$ cat config.mk
export PLATFORM = sky130hd
export DESIGN_NAME = rst_seq_ctrl
export DESIGN_NICKNAME = d
export VERILOG_FILES = /design/src/rtl/rst_seq_ctrl.sv
export SDC_FILE = /design/constraint.sdc
export NUM_CORES = 1
export LEC_CHECK = 0
export BUFFER_PORTS_ARGS = -buffer_cell sky130_fd_sc_hd__buf_2
export CORE_ASPECT_RATIO = 2
export CORE_UTILIZATION = 55
export DETAILED_ROUTE_END_ITERATION = 8
export PLACE_DENSITY = 0.83
export RECOVER_POWER = 50
export SLEW_MARGIN = 25
export SYNTH_ARGS = -nofsm -noshare
export SYNTH_HDL_FRONTEND = slang
export SYNTH_SLANG_ARGS = --single-unit
$ cat constraint.sdc
create_clock -name clk -period 4.5 [get_ports clk]
set_input_delay 0.45 -clock clk [delete_from_list [all_inputs] [get_ports clk]]
set_output_delay 0.45 -clock clk [all_outputs]
set_load 0.01 [all_outputs]
$ cat src/rtl/rst_seq_ctrl.sv
// Power-on reset sequencer: pulses the PLL reset, waits for a filtered lock, holds
// sys_rst_n low for a fixed time, and turns a debounced button press into a soft reset.
module rst_seq_ctrl #(
  parameter int PLL_RST_CYC  = 16,
  parameter int LOCK_STABLE  = 1024,
  parameter int LOCK_TIMEOUT = 65536,
  parameter int HOLD_CYC     = 256,
  parameter int DEB_CYC      = 50000
) (
  input  logic       clk,
  input  logic       reset_n,
  input  logic       pll_lock,
  input  logic       btn_n,
  output logic       pll_rst,
  output logic       sys_rst_n,
  output logic [1:0] state,
  output logic [3:0] retry_cnt
);

  localparam int CNT_MAX = (LOCK_TIMEOUT > PLL_RST_CYC)
                         ? ((LOCK_TIMEOUT > HOLD_CYC) ? LOCK_TIMEOUT : HOLD_CYC)
                         : ((PLL_RST_CYC > HOLD_CYC) ? PLL_RST_CYC : HOLD_CYC);
  localparam int CNT_W  = $clog2(CNT_MAX + 1);
  localparam int STAB_W = $clog2(LOCK_STABLE + 1);
  localparam int DEB_W  = $clog2(DEB_CYC + 1);

  typedef enum logic [1:0] {
    S_PLL_RST   = 2'd0,
    S_WAIT_LOCK = 2'd1,
    S_HOLD      = 2'd2,
    S_RUN       = 2'd3
  } state_e;

  logic [1:0]       lock_sync_q, btn_sync_q;
  logic             lock_s, btn_s;
  logic [DEB_W-1:0] deb_q, deb_d;
  logic             btn_db_q, btn_db_d;
  logic             press_q, press_d;
  state_e           state_q, state_d;
  logic [CNT_W-1:0] cnt_q, cnt_d;
  logic [STAB_W-1:0] stab_q, stab_d;
  logic [3:0]       retry_q, retry_d;
  logic             pll_rst_q, sys_rst_n_q;

  assign lock_s = lock_sync_q[1];
  assign btn_s  = btn_sync_q[1];

  // Synchronizers reset to the idle level of each input (unlocked, released).
  always_ff @(posedge clk or negedge reset_n) begin
    if (!reset_n) begin
      lock_sync_q <= 2'b00;
      btn_sync_q  <= 2'b11;
    end else begin
      lock_sync_q <= {lock_sync_q[0], pll_lock};
      btn_sync_q  <= {btn_sync_q[0], btn_n};
    end
  end

  always_comb begin
    deb_d    = deb_q;
    btn_db_d = btn_db_q;
    if (btn_s == btn_db_q) begin
      deb_d = '0;
    end else if (deb_q == DEB_W'(DEB_CYC - 1)) begin
      btn_db_d = btn_s;
      deb_d    = '0;
    end else begin
      deb_d = deb_q + 1'b1;
    end
    press_d = btn_db_q & ~btn_db_d;
  end

  always_ff @(posedge clk or negedge reset_n) begin
    if (!reset_n) begin
      deb_q    <= '0;
      btn_db_q <= 1'b1;
      press_q  <= 1'b0;
    end else begin
      deb_q    <= deb_d;
      btn_db_q <= btn_db_d;
      press_q  <= press_d;
    end
  end

  always_comb begin
    state_d = state_q;
    cnt_d   = cnt_q + 1'b1;
    stab_d  = '0;
    retry_d = retry_q;
    case (state_q)
      S_PLL_RST: begin
        if (cnt_q == CNT_W'(PLL_RST_CYC - 1)) state_d = S_WAIT_LOCK;
      end
      S_WAIT_LOCK: begin
        stab_d = lock_s ? stab_q + 1'b1 : '0;
        // A stable lock on the timeout cycle still counts as a success.
        if (lock_s && stab_q == STAB_W'(LOCK_STABLE - 1)) begin
          state_d = S_HOLD;
        end else if (cnt_q == CNT_W'(LOCK_TIMEOUT - 1)) begin
          state_d = S_PLL_RST;
          retry_d = (retry_q == 4'hF) ? retry_q : retry_q + 4'd1;
        end
      end
      S_HOLD: begin
        if (!lock_s)                            state_d = S_PLL_RST;
        else if (cnt_q == CNT_W'(HOLD_CYC - 1)) state_d = S_RUN;
      end
      S_RUN: begin
        cnt_d = '0;
        if (!lock_s) begin
          state_d = S_PLL_RST;
          retry_d = (retry_q == 4'hF) ? retry_q : retry_q + 4'd1;
        end else if (press_q) begin
          state_d = S_HOLD;
        end
      end
      default: state_d = S_PLL_RST;
    endcase
    if (state_d != state_q) begin
      cnt_d  = '0;
      stab_d = '0;
    end
  end

  // Outputs decode the next state so they move on the same edge as the state.
  always_ff @(posedge clk or negedge reset_n) begin
    if (!reset_n) begin
      state_q     <= S_PLL_RST;
      cnt_q       <= '0;
      stab_q      <= '0;
      retry_q     <= '0;
      pll_rst_q   <= 1'b1;
      sys_rst_n_q <= 1'b0;
    end else begin
      state_q     <= state_d;
      cnt_q       <= cnt_d;
      stab_q      <= stab_d;
      retry_q     <= retry_d;
      pll_rst_q   <= (state_d == S_PLL_RST);
      sys_rst_n_q <= (state_d == S_RUN);
    end
  end

  assign pll_rst   = pll_rst_q;
  assign sys_rst_n = sys_rst_n_q;
  assign state     = state_q;
  assign retry_cnt = retry_q;

endmodule
==> results.md, run 1 <==
- GRT Total Usage: 23.0%
- Hold slack: 212 ps
- Leakage: 1.40 nW
- Post-synth top area share: 51.1%
- Share of layout cells above drive strength 1: between 10% and 20%
- Area grow syn2layout: 10.0%
- Mapped cell area: 2640 um^2
- Setup WS post-layout: roughly 1600 ps
- CTS hold repair buffers: 0
- Ys async rst share: 100%
- Placed cells: approximately 310
- Max Buffers Root-to-Sink: 2
- RSZ-0062 raised after global routing: false
- # setup viols final: 0
- Worst Hold Class: input port to flip-flop
- CP Class: input port to asynchronous set/reset pin
- Post-route setup TNS: 0 ps
- Critical path launch point type: input port
- Register Area: roughly 1500 um^2
- Worst slack at placement: approximately 1800 ps
- Ys flop type: dfrtp_1
- Max VDD drop: 0.220 mV
- Drt pass-1 iters: 4
- Worst path bufs/invs: 2
- Max_slew headroom: -98.0%
- Syn nets: 260
- Nets: 277
- Slowest cell delay on critical path: 2090 ps
- Synthesis-stage register bit count: 58
- Area after DPL: 2750 um^2
- Slew @ Worst Pin: 2970 ps
- Status: complete, but fails checks
- Min cycle time layout: 2860 ps
- Die height: 100 um
- Required @ worst endpoint: 4290 ps
- Buffers on Ports: 11
- Total CTS buffers: 9
- Skew-Pair Late Insertion Delay: 340 ps
- Post-synth top cells: 54 x dfrtp_1, 52 x nor2_1, 22 x xor2_1, 19 x and3_1, 18 x xnor2_1
- Delay-heaviest family, CP: buffers and inverters
- Post-synth EDFFs: 0
- Setup bufs post-CTS: 0
- Initial antenna violation count: 0
- Syn avg cell area: between 10 and 15 um^2
- Drt drc: 0
- Post-Layout Cell Count: between 300 and 400
- Crit Path Max Fanout: 58
- Pwr/cell area: 329 nW/um^2
- Clock skew: 6.53 ps
- Critical path capture point type: asynchronous set/reset pin
- Vias in the first global route: between 1500 and 2000
- Critical Path AT: approximately 2700 ps
- Design area: 2910 um^2
- Cells after synthesis: 251
- Max Cap Viol: 1
- Die Width: 51.0 um
- Final antenna-violating net count: 0
- H-tree Lvls: 3
- First-pass GRT wire length: about 8500 um
- Final WL: approximately 4700 um
- FP Rows: 35
- Gpl congestion: 0.755
- Largest net degree at the start of global routing: between 50 and 60
- Detail Placement HPWL: 3270 um
- Core area: 4600 um^2
- Clock Pin Slew Worst Setup and Hold Paths: 60 ps
- # IOs: 12
- WL/cell: 14.4 um
- DR vias/cell: 5.63
- Die area: 5100 um^2
- Multi-input combinational cell area: 1140 um^2
- Warnings, synthesis: 0
- Final hold violations: 0
- Critical-path cell list: buf_2 > clkbuf_1
- Yosys cell types: 31
- Period utilization: between 60% and 70%
- Starting DRT DRC Count: 48
- Final slew viol count: 59
- CTS root buf: clkbuf_8
- Slowest cell on crit path: clkbuf_1
- Global route overflow: 0
- Synth area leader: dfrtp_1
- FILL cells: 395
- Antenna Cells: 0
- Failing checks: max-capacitance violations, max-slew violations
- Sequential area share after synthesis: 55.1%
- Clk sink count: between 50 and 60
- Vias: 1846
- Starting density of the core: a little under three fifths
- Top post-synthesis cells by area: dfrtp_1 51%, nor2_1 7.4%, xor2_1 7.3%, xnor2_1 6.0%, and3_1 4.5%
- Cell with the most instances after synthesis: dfrtp_1
- Achievable Freq: 350 MHz
- CTS tree: yes
- Post-CTS Resized: 0
==> final timing paths <==
path | cells after the start | endpoint | slack (ps) | start
worst max-delay path | 2 | stab_q[4] | 1640 | reset_n
worst min-delay path | 1 | btn_sync_q[0] | 210 | btn_n
worst max register to register | 11 | stab_q[0] | 1730 | cnt_q[0]
worst min register to register | 0 | lock_sync_q[1] | 360 | lock_sync_q[0]
max in group clk | 11 | stab_q[0] | 1730 | cnt_q[0]
min in group asynchronous | 2 | cnt_q[4] | 1170 | reset_n
==> area by class of cell <==
type | instances | area share, %
sequential | 58 | 50.1
multi-input combinational | 183 | 39.4
clock buffer | 13 | 5.12
tap | 55 | 2.37
timing repair buffer | 12 | 2.02
clock inverter | 3 | 0.516
inverter | 4 | 0.516
==> cells by family (layout without fill, tap and decap cells) <==
family                   Yosys count  count (layout)  share of synthesized area, %
buffers and inverters             10              32                          1.56
XOR/XNOR                          40              40                          13.3
multiplexers                       3               3                          1.28
flip-flops                        58              58                          55.1
AND/OR/NAND/NOR                  127             127                          24.2
adder cells (fa/ha/maj)            5               5                          2.37
AO/OA/AOI/OAI                      8               8                          2.23
==> routing by layer <==
metal  vias up  global-route usage, %  routed length, um
met2        32                   38.0               2620
met5         -                      0                  0
met4         0                   15.0                114
li1        876                      -                  -
met3        11                   6.21                160
met1       927                   25.3               1840
==> power breakdown <==
part,switching [mW],internal [mW]
sequential,0.00588,0.529
clock,0.187,0.212
combinational,0.0169,0.00568
==> stage by stage <==
stage	total power, mW	util [%]
detailed placement	0.568	59.8
CTS	0.975	63.3
global route	0.997	63.2
finish	0.957	63.2
floorplan	0.552	-
global placement	0.567	59.8
==> state kept, by name, summed over array words and instances (netlist names) <==
name and cells:
press_q 1, sys_rst_n 1, btn_sync_q 2, stab_q 11, cnt_q 17, lock_sync_q 2, btn_db_q 1, pll_rst 1
state 2, retry_cnt 4, deb_q 16
==> cell usage in the layout, fill, tap and decap left out, types with 2 or more instances in the layout <==
cell      count
nand4_1       7
or3_1         2
ha_1          5
xnor2_1      18
nand3_1      16
dfstp_2       4
a21oi_1       3
clkbuf_1      4
nand2_1      17
clkbuf_8     10
nor3_1        3
mux2_2        3
nor2b_1       2
xor2_1       22
inv_1         4
clkinv_2      3
buf_2        11
dfrtp_1      54
nor4_1        2
nor2_1       52
and3_1       19
Power figures use the tool's default switching activity.
==> inputs of run 2 (changes only) <==
- CORE_UTILIZATION: 55 -> 54
- PLACE_DENSITY: 0.83 -> 0.85
- clock period: 4.5 -> 2.3 ns (I/O delays scaled with it)
==> results.md, run 2 (synthesis results as in run 1) <==
- Share of layout cells above drive strength 1: 21.0% (+8.2 points)
- Global route overflow: 0 (unchanged)
- FP Rows: 35 (unchanged)
- Buffers on Ports: 11 (unchanged)
- Max Cap Viol: 1 (unchanged)
- First-pass GRT wire length: 8580 um (+0.48%)
- DR vias/cell: 5.68 (+0.89%)
- Max Buffers Root-to-Sink: 2 (unchanged)
- Clock Pin Slew Worst Setup and Hold Paths: 70 ps (about the same)
- GRT Total Usage: 22.9% (-0.082 points)
- Drt drc: 0 (unchanged)
- Gpl congestion: 0.859 (+14%)
- Achievable Freq: 445 MHz
- Final hold violations: 0 (unchanged)
- Worst path bufs/invs: 0 (-2)
- RSZ-0062 raised after global routing: true
- Required @ worst endpoint: 2520 ps (-1770 ps)
- Top flop regs: cnt_q: 17 flops, deb_q: 16 flops, stab_q: 11 flops
- Die Width: 51.5 um (+0.88%)
- Critical-path cell list: ha_2 > and3_4 > and3_4 > nand2_1 > nor2_1 > ha_2 > nor2_2 > nand2_2 > a21oi_4 > or3_1 > o21a_1
- Total CTS buffers: 9 (unchanged)
- Final slew viol count: 41 (-31%)
- Leakage: 1.50 nW (+7.0%)
- Critical Path AT: 2470 ps (-180 ps)
- Failing checks: max-capacitance violations, max-slew violations
- Die height: 101 um (+0.90%)
- Max_slew headroom: -36.3% (+62 points)
- WHS Path Cells: 0 (-1)
- Power, Total: 1.89 mW (+98%)
- H-tree Lvls: 3 (unchanged)
- Initial antenna violation count: 0 (unchanged)
- Die area: 5190 um^2 (+1.8%)
- Status: complete, but fails checks
- WL/cell: 16.1 um (+12%)
- Nets: 294 (+6.1%)
- CTS root buf: clkbuf_8
- Slowest cell on crit path: or3_1
- Starting DRT DRC Count: 27 (-44%)
- R2R cell count: 11 (unchanged)
- Period utilization: between 90 and 100%
- Largest net degree at the start of global routing: 41 (-31%)
- Largest Register: cnt_q
- Vias: 1959 (+6.1%)
- Antenna Cells: 0 (unchanged)
- Min cycle time layout: 2250 ps
- Skew-Pair Late Insertion Delay: 340 ps (about the same)
- # IOs: 12 (unchanged)
- Clock skew: 11.9 ps (+5.36 ps)
- Most frequent cells in the layout: 54 x dfrtp_1, 49 x nor2_1, 22 x xor2_1, 18 x xnor2_1, 17 x and3_1
- Starting density of the core: 56.9% (-0.54 points)
- Core area: 4640 um^2 (+0.95%)
- Critical path capture point type: flip-flop
- Area grow syn2layout: 18.8%
- Crit Path Max Fanout: 3 (-95%)
- Detail Placement HPWL: 3460 um (+5.9%)
- Post-route setup TNS: 0 ps (unchanged)
- Most common cell after layout, fill and taps aside: dfrtp_1
- Drt pass-1 iters: 4 (unchanged)
- Final antenna-violating net count: 0 (unchanged)
- WP depth: 11 (+9)
- CP Class: flip-flop to flip-flop
- CTS tree: yes
- Worst Hold Class: flip-flop to flip-flop
- Slew @ Worst Pin: 2040 ps (-925 ps)
- Max reg flops: 17 (unchanged)
- Slowest cell delay on critical path: 410 ps (-1680 ps)
- Critical path launch point type: flip-flop
- Hold slack: 355 ps (+143 ps)
- FILL cells: 345 (-13%)
- Max VDD drop: 0.646 mV (+190%)
- Delay-heaviest family, CP: simple AND/OR/NAND/NOR gates
- # setup viols final: 0 (unchanged)
- Vias in the first global route: 1919 (-2.4%)
- Clk sink count: 58 (unchanged)
- Pwr/cell area: 602 nW/um^2 (+83%)
- Final WL: 5560 um (+17%)
-- run 2: worst reg2reg max path, delay by kind of cell (launching register included) --
| family | cells | cell delay, ps |
|---|---|---|
| compound gates | 2 | 280 |
| fa+ha+maj | 2 | 400 |
| flops | 1 | 370 |
| simple gates | 7 | 1070 |
-- run 2: timing repair --
action,in CTS,in global routing
hold buffers,2,0
resized for setup,2,15
endpoints found under the setup margin,29,34
cloned,0,1
setup buffers,4,4
hold endpoints to repair,2,0
pin swaps,0,3
-- run 2: path summary, 6_finish.rpt --
kind                       slack (ps)             to          start
setup / recovery                   50       state[0]       cnt_q[1]
hold / removal                    350  btn_sync_q[1]  btn_sync_q[0]
setup reg to reg                   50       state[0]       cnt_q[1]
hold reg to reg                   350  btn_sync_q[1]  btn_sync_q[0]
max in group asynchronous         610       deb_q[1]        reset_n
min in group asynchronous         460      cnt_q[11]        reset_n
-- run 2: layout make-up --
cell class                 count  area, um^2  area share, %
multi-input combinational    183        1210           38.7
clock inverter                 4        20.0          0.638
tap                           55        68.8           2.19
timing repair buffer          29         220           7.01
clock buffer                  12         145           4.62
sequential                    58        1460           46.4
inverter                       4        15.0          0.478
-- run 2: power by group --
group          internal (mW)  total [mW]  switching [mW]
Combinational         0.0182      0.0548          0.0365
Sequential              1.03        1.05          0.0128
Clock                  0.413       0.789           0.377
Total                   1.47        1.89           0.426
-- run 2: through the flow --
step	setup WS, ps	cells	instance area (um^2)	util (%)
after global routing	-19.4	345	3140	67.6
after detailed placement	-145	318	2800	60.3
after global placement	-1.20	318	2800	60.3
after CTS	9.10	340	3050	65.7
final	53.2	345	3140	67.6
after floorplan	1.23	251	2650	-
-- run 2: metal layers --
layer  vias up  global-route usage (%)  part of all wire [%]
met5         -                       0                     0
met2        41                    40.8                    56
li1        914                       -                     -
met4         0                    14.1                   4.4
met3        24                    6.18                   2.5
met1       980                    22.5                    37
==> inputs of run 3 (changes only) <==
- CELL_PAD_IN_SITES_DETAIL_PLACEMENT: unset -> 1
- CELL_PAD_IN_SITES_GLOBAL_PLACEMENT: unset -> 1
- CORE_UTILIZATION: 54 -> 45
- CTS_BUF_LIST: unset -> sky130_fd_sc_hd__clkbuf_4 sky130_fd_sc_hd__clkbuf_8
- PLACE_DENSITY: 0.85 -> 0.88
- SETUP_SLACK_MARGIN: unset -> 0.05
==> results.md, run 3 (synthesis results as in run 1) <==
- Status: complete, but fails checks
- Failing checks: max-capacitance violations
- Max reg flops: 17 (unchanged)
- CTS tree: yes
- Critical path capture point type: flip-flop
- Critical path launch point type: flip-flop
- R2R cell count: 13 (+2)
- Die height: 110 um (+9.4%)
- Crit path from: cnt_q[1]
- Clock Pin Slew Worst Setup and Hold Paths: 60 ps (about the same)
- Most frequent cells in the layout: 54 x dfrtp_1, 37 x nor2_1, 22 x xor2_1, 17 x xnor2_1
- Initial antenna violation count: 0 (unchanged)
- Period utilization: 99.3% (+1.6 points)
- Worst path bufs/invs: 2 (+2)
- Hold slack: 367 ps (+12.4 ps)
- Skew-Pair Late Insertion Delay: 340 ps (about the same)
- Slowest cell on crit path: dfrtp_1
- Final slew viol count: 0 (-100%)
- Internal: 1.65 mW (+13%)
- Worst slack at placement: -102 ps (+43.3 ps)
- Register Area: 1460 um^2 (unchanged)
- Final WL: 7260 um (+31%)
- Starting density of the core: 46.7% (-10 points)
- CP Class: flip-flop to flip-flop
- # IOs: 12 (unchanged)
- Antenna Cells: 0 (unchanged)
- Clock skew: 8.19 ps (-3.70 ps)
- Slowest cell delay on critical path: 370 ps (-40 ps)
- Core area: 5660 um^2 (+22%)
- WP depth: 13 (+2)
- Min cycle time layout: 2280 ps (+37.3 ps)
- Required @ worst endpoint: 2530 ps (about the same)
- Area grow syn2layout: 24.1%
- Pwr/cell area: 639 nW/um^2 (+6.1%)
- Largest Register: cnt_q
- Multi-input combinational cell area: 1280 um^2 (+5.5%)
- Max VDD drop: 0.629 mV (-2.6%)
- CP endpoint: cnt_q[6]
- Largest net degree at the start of global routing: 34 (-17%)
- Gpl congestion: 0.782 (-8.9%)
- Worst reg-to-reg setup slack: 20 ps (-40 ps)
- Max_slew headroom: 0.162% (+36 points)
- H-tree Lvls: 3 (unchanged)
- Die Width: 56.2 um (+9.2%)
- First-pass GRT wire length: 10700 um (+24%)
- Final hold violations: 0 (unchanged)
- Crit Path Max Fanout: 5 (+2)
- Global route overflow: 0 (unchanged)
- # setup viols final: 0 (unchanged)
- DR vias/cell: 5.70 (+0.44%)
- Slew @ Worst Pin: 1500 ps (-547 ps)
- Drt drc: 0 (unchanged)
- Top flop regs: cnt_q: 17 flops, deb_q: 16 flops, stab_q: 11 flops
- Clk sink count: 58 (unchanged)
- Most common cell after layout, fill and taps aside: dfrtp_1
- Leakage: 1.56 nW (+4.1%)
- Switching Share: 21.3% (-1.2 points)
- Worst Hold Class: flip-flop to flip-flop
- Total CTS buffers: 9 (unchanged)
- NetSw: 447 uW (+5.1%)
- Detail Placement HPWL: 3960 um (+14%)
- Critical-path cell list: ha_2 > and3_4 > and3_4 > nand2_4 > nor2_4 > ha_4 > nor2_4 > nand2_2 > a21oi_4 > buf_6 > nor3b_4 > buf_6 > nor2_2
- Share of layout cells above drive strength 1: 27.3% (+6.3 points)
- Comb pwr share: 2.9% (about the same)
- Delay-heaviest family, CP: simple AND/OR/NAND/NOR gates
- CTS root buf: clkbuf_8
- Vias: 2019 (+3.1%)
- Design area: 3280 um^2 (+4.5%)
- RSZ-0062 raised after global routing: true
- FILL cells: 608 (+76%)
- FP Rows: 39 (+11%)
- GRT Total Usage: 23.6% (+0.66 points)
- Reg-to-Reg Start: cnt_q[1]
- Final antenna-violating net count: 0 (unchanged)
- Critical Path AT: 2510 ps (+40 ps)
- Power, Total: 2.10 mW (+11%)
- Setup WS post-layout: 15.9 ps (-37.3 ps)
- Achievable Freq: 438 MHz (-1.6%)
- Max Buffers Root-to-Sink: 2 (unchanged)
- Die area: 6200 um^2 (+19%)
- Post-layout util: 58.0% (-9.7 points)
- Drt pass-1 iters: 4 (unchanged)
- Area after DPL: 2830 um^2 (+0.98%)
- Clock power share: 47.0% (+5.3 points)
- Starting DRT DRC Count: 43 (+59%)
- WL/cell: 20.5 um (+27%)
- Reg power frac: 50.1% (-5.3 points)
- Nets: 297 (+1.0%)
- Buffers on Ports: 11 (unchanged)
- Reg2reg end: cnt_q[6]
- Max Cap Viol: 1 (unchanged)
- Vias in the first global route: 2192 (+14%)
-- run 3: cell types whose count changed in the layout (fill, tap and decap cells not counted), moves of 3 or more --
cell,before,now
nor2_4,0,5
nor2_1,49,37
buf_4,10,13
clkbuf_4,0,3
clkinv_2,4,1
nor2_2,3,10
-- run 3: worst min-delay path by stage --
stage,start,to,slack [ps],cells past startpoint
after global routing,btn_sync_q[0],btn_sync_q[1],370,0
after floorplan,reset_n,cnt_q[0],-70,0
after detailed placement,reset_n,retry_cnt[0],270,1
after CTS,btn_sync_q[0],btn_sync_q[1],370,0
final,btn_sync_q[0],btn_sync_q[1],370,0
after global placement,reset_n,retry_cnt[2],260,1
-- run 3: power by group through the flow --
stage | sequential [mW] | combinational, mW | clock (mW)
after floorplan | 1.06 | 0.0204 | 0
after global placement | 1.06 | 0.0512 | 0
after detailed placement | 1.07 | 0.0537 | 0
after CTS | 1.05 | 0.0601 | 1.00
after global routing | 1.05 | 0.0687 | 1.04
final | 1.05 | 0.0600 | 0.986
-- run 3: metrics by stage --
step | TNS (ps) | std cells
4_1_cts | 0 | 351
5_1_grt | -847 | 354
3_5_place_dp | -1110 | 325
6_report | 0 | 354
2_1_floorplan | 0 | 251
3_3_place_gp | 0 | 325
-- run 3: timing repair --
| action | 4_1_cts | 5_1_grt |
|---|---|---|
| endpoints found under the setup margin | 30 | 34 |
| pin swaps | 1 | 9 |
| hold buffers | 3 | 0 |
| hold endpoints to repair | 26 | 0 |
| buffers inserted | 6 | 3 |
| cloned | 1 | 0 |
| gates resized for setup | 4 | 36 |
-- run 3: layer usage --
| layer | routed length, um | track usage, % | vias up |
|---|---|---|---|
| met5 | 0 | 0 | - |
| met4 | 297 | 15.3 | 0 |
| met3 | 175 | 5.60 | 21 |
| met2 | 4180 | 43.5 | 40 |
| met1 | 2610 | 23.1 | 1035 |
| li1 | - | - | 923 |
-- run 3: cell type report --
| type | instances | area share [%] |
|---|---|---|
| multi-input cells | 183 | 39.0 |
| repair buffers | 32 | 7.44 |
| inverters | 4 | 0.458 |
| clock inverters | 2 | 1.07 |
| well taps | 61 | 2.33 |
| clock buffers | 14 | 5.30 |
| flip-flops and latches | 58 | 44.4 |
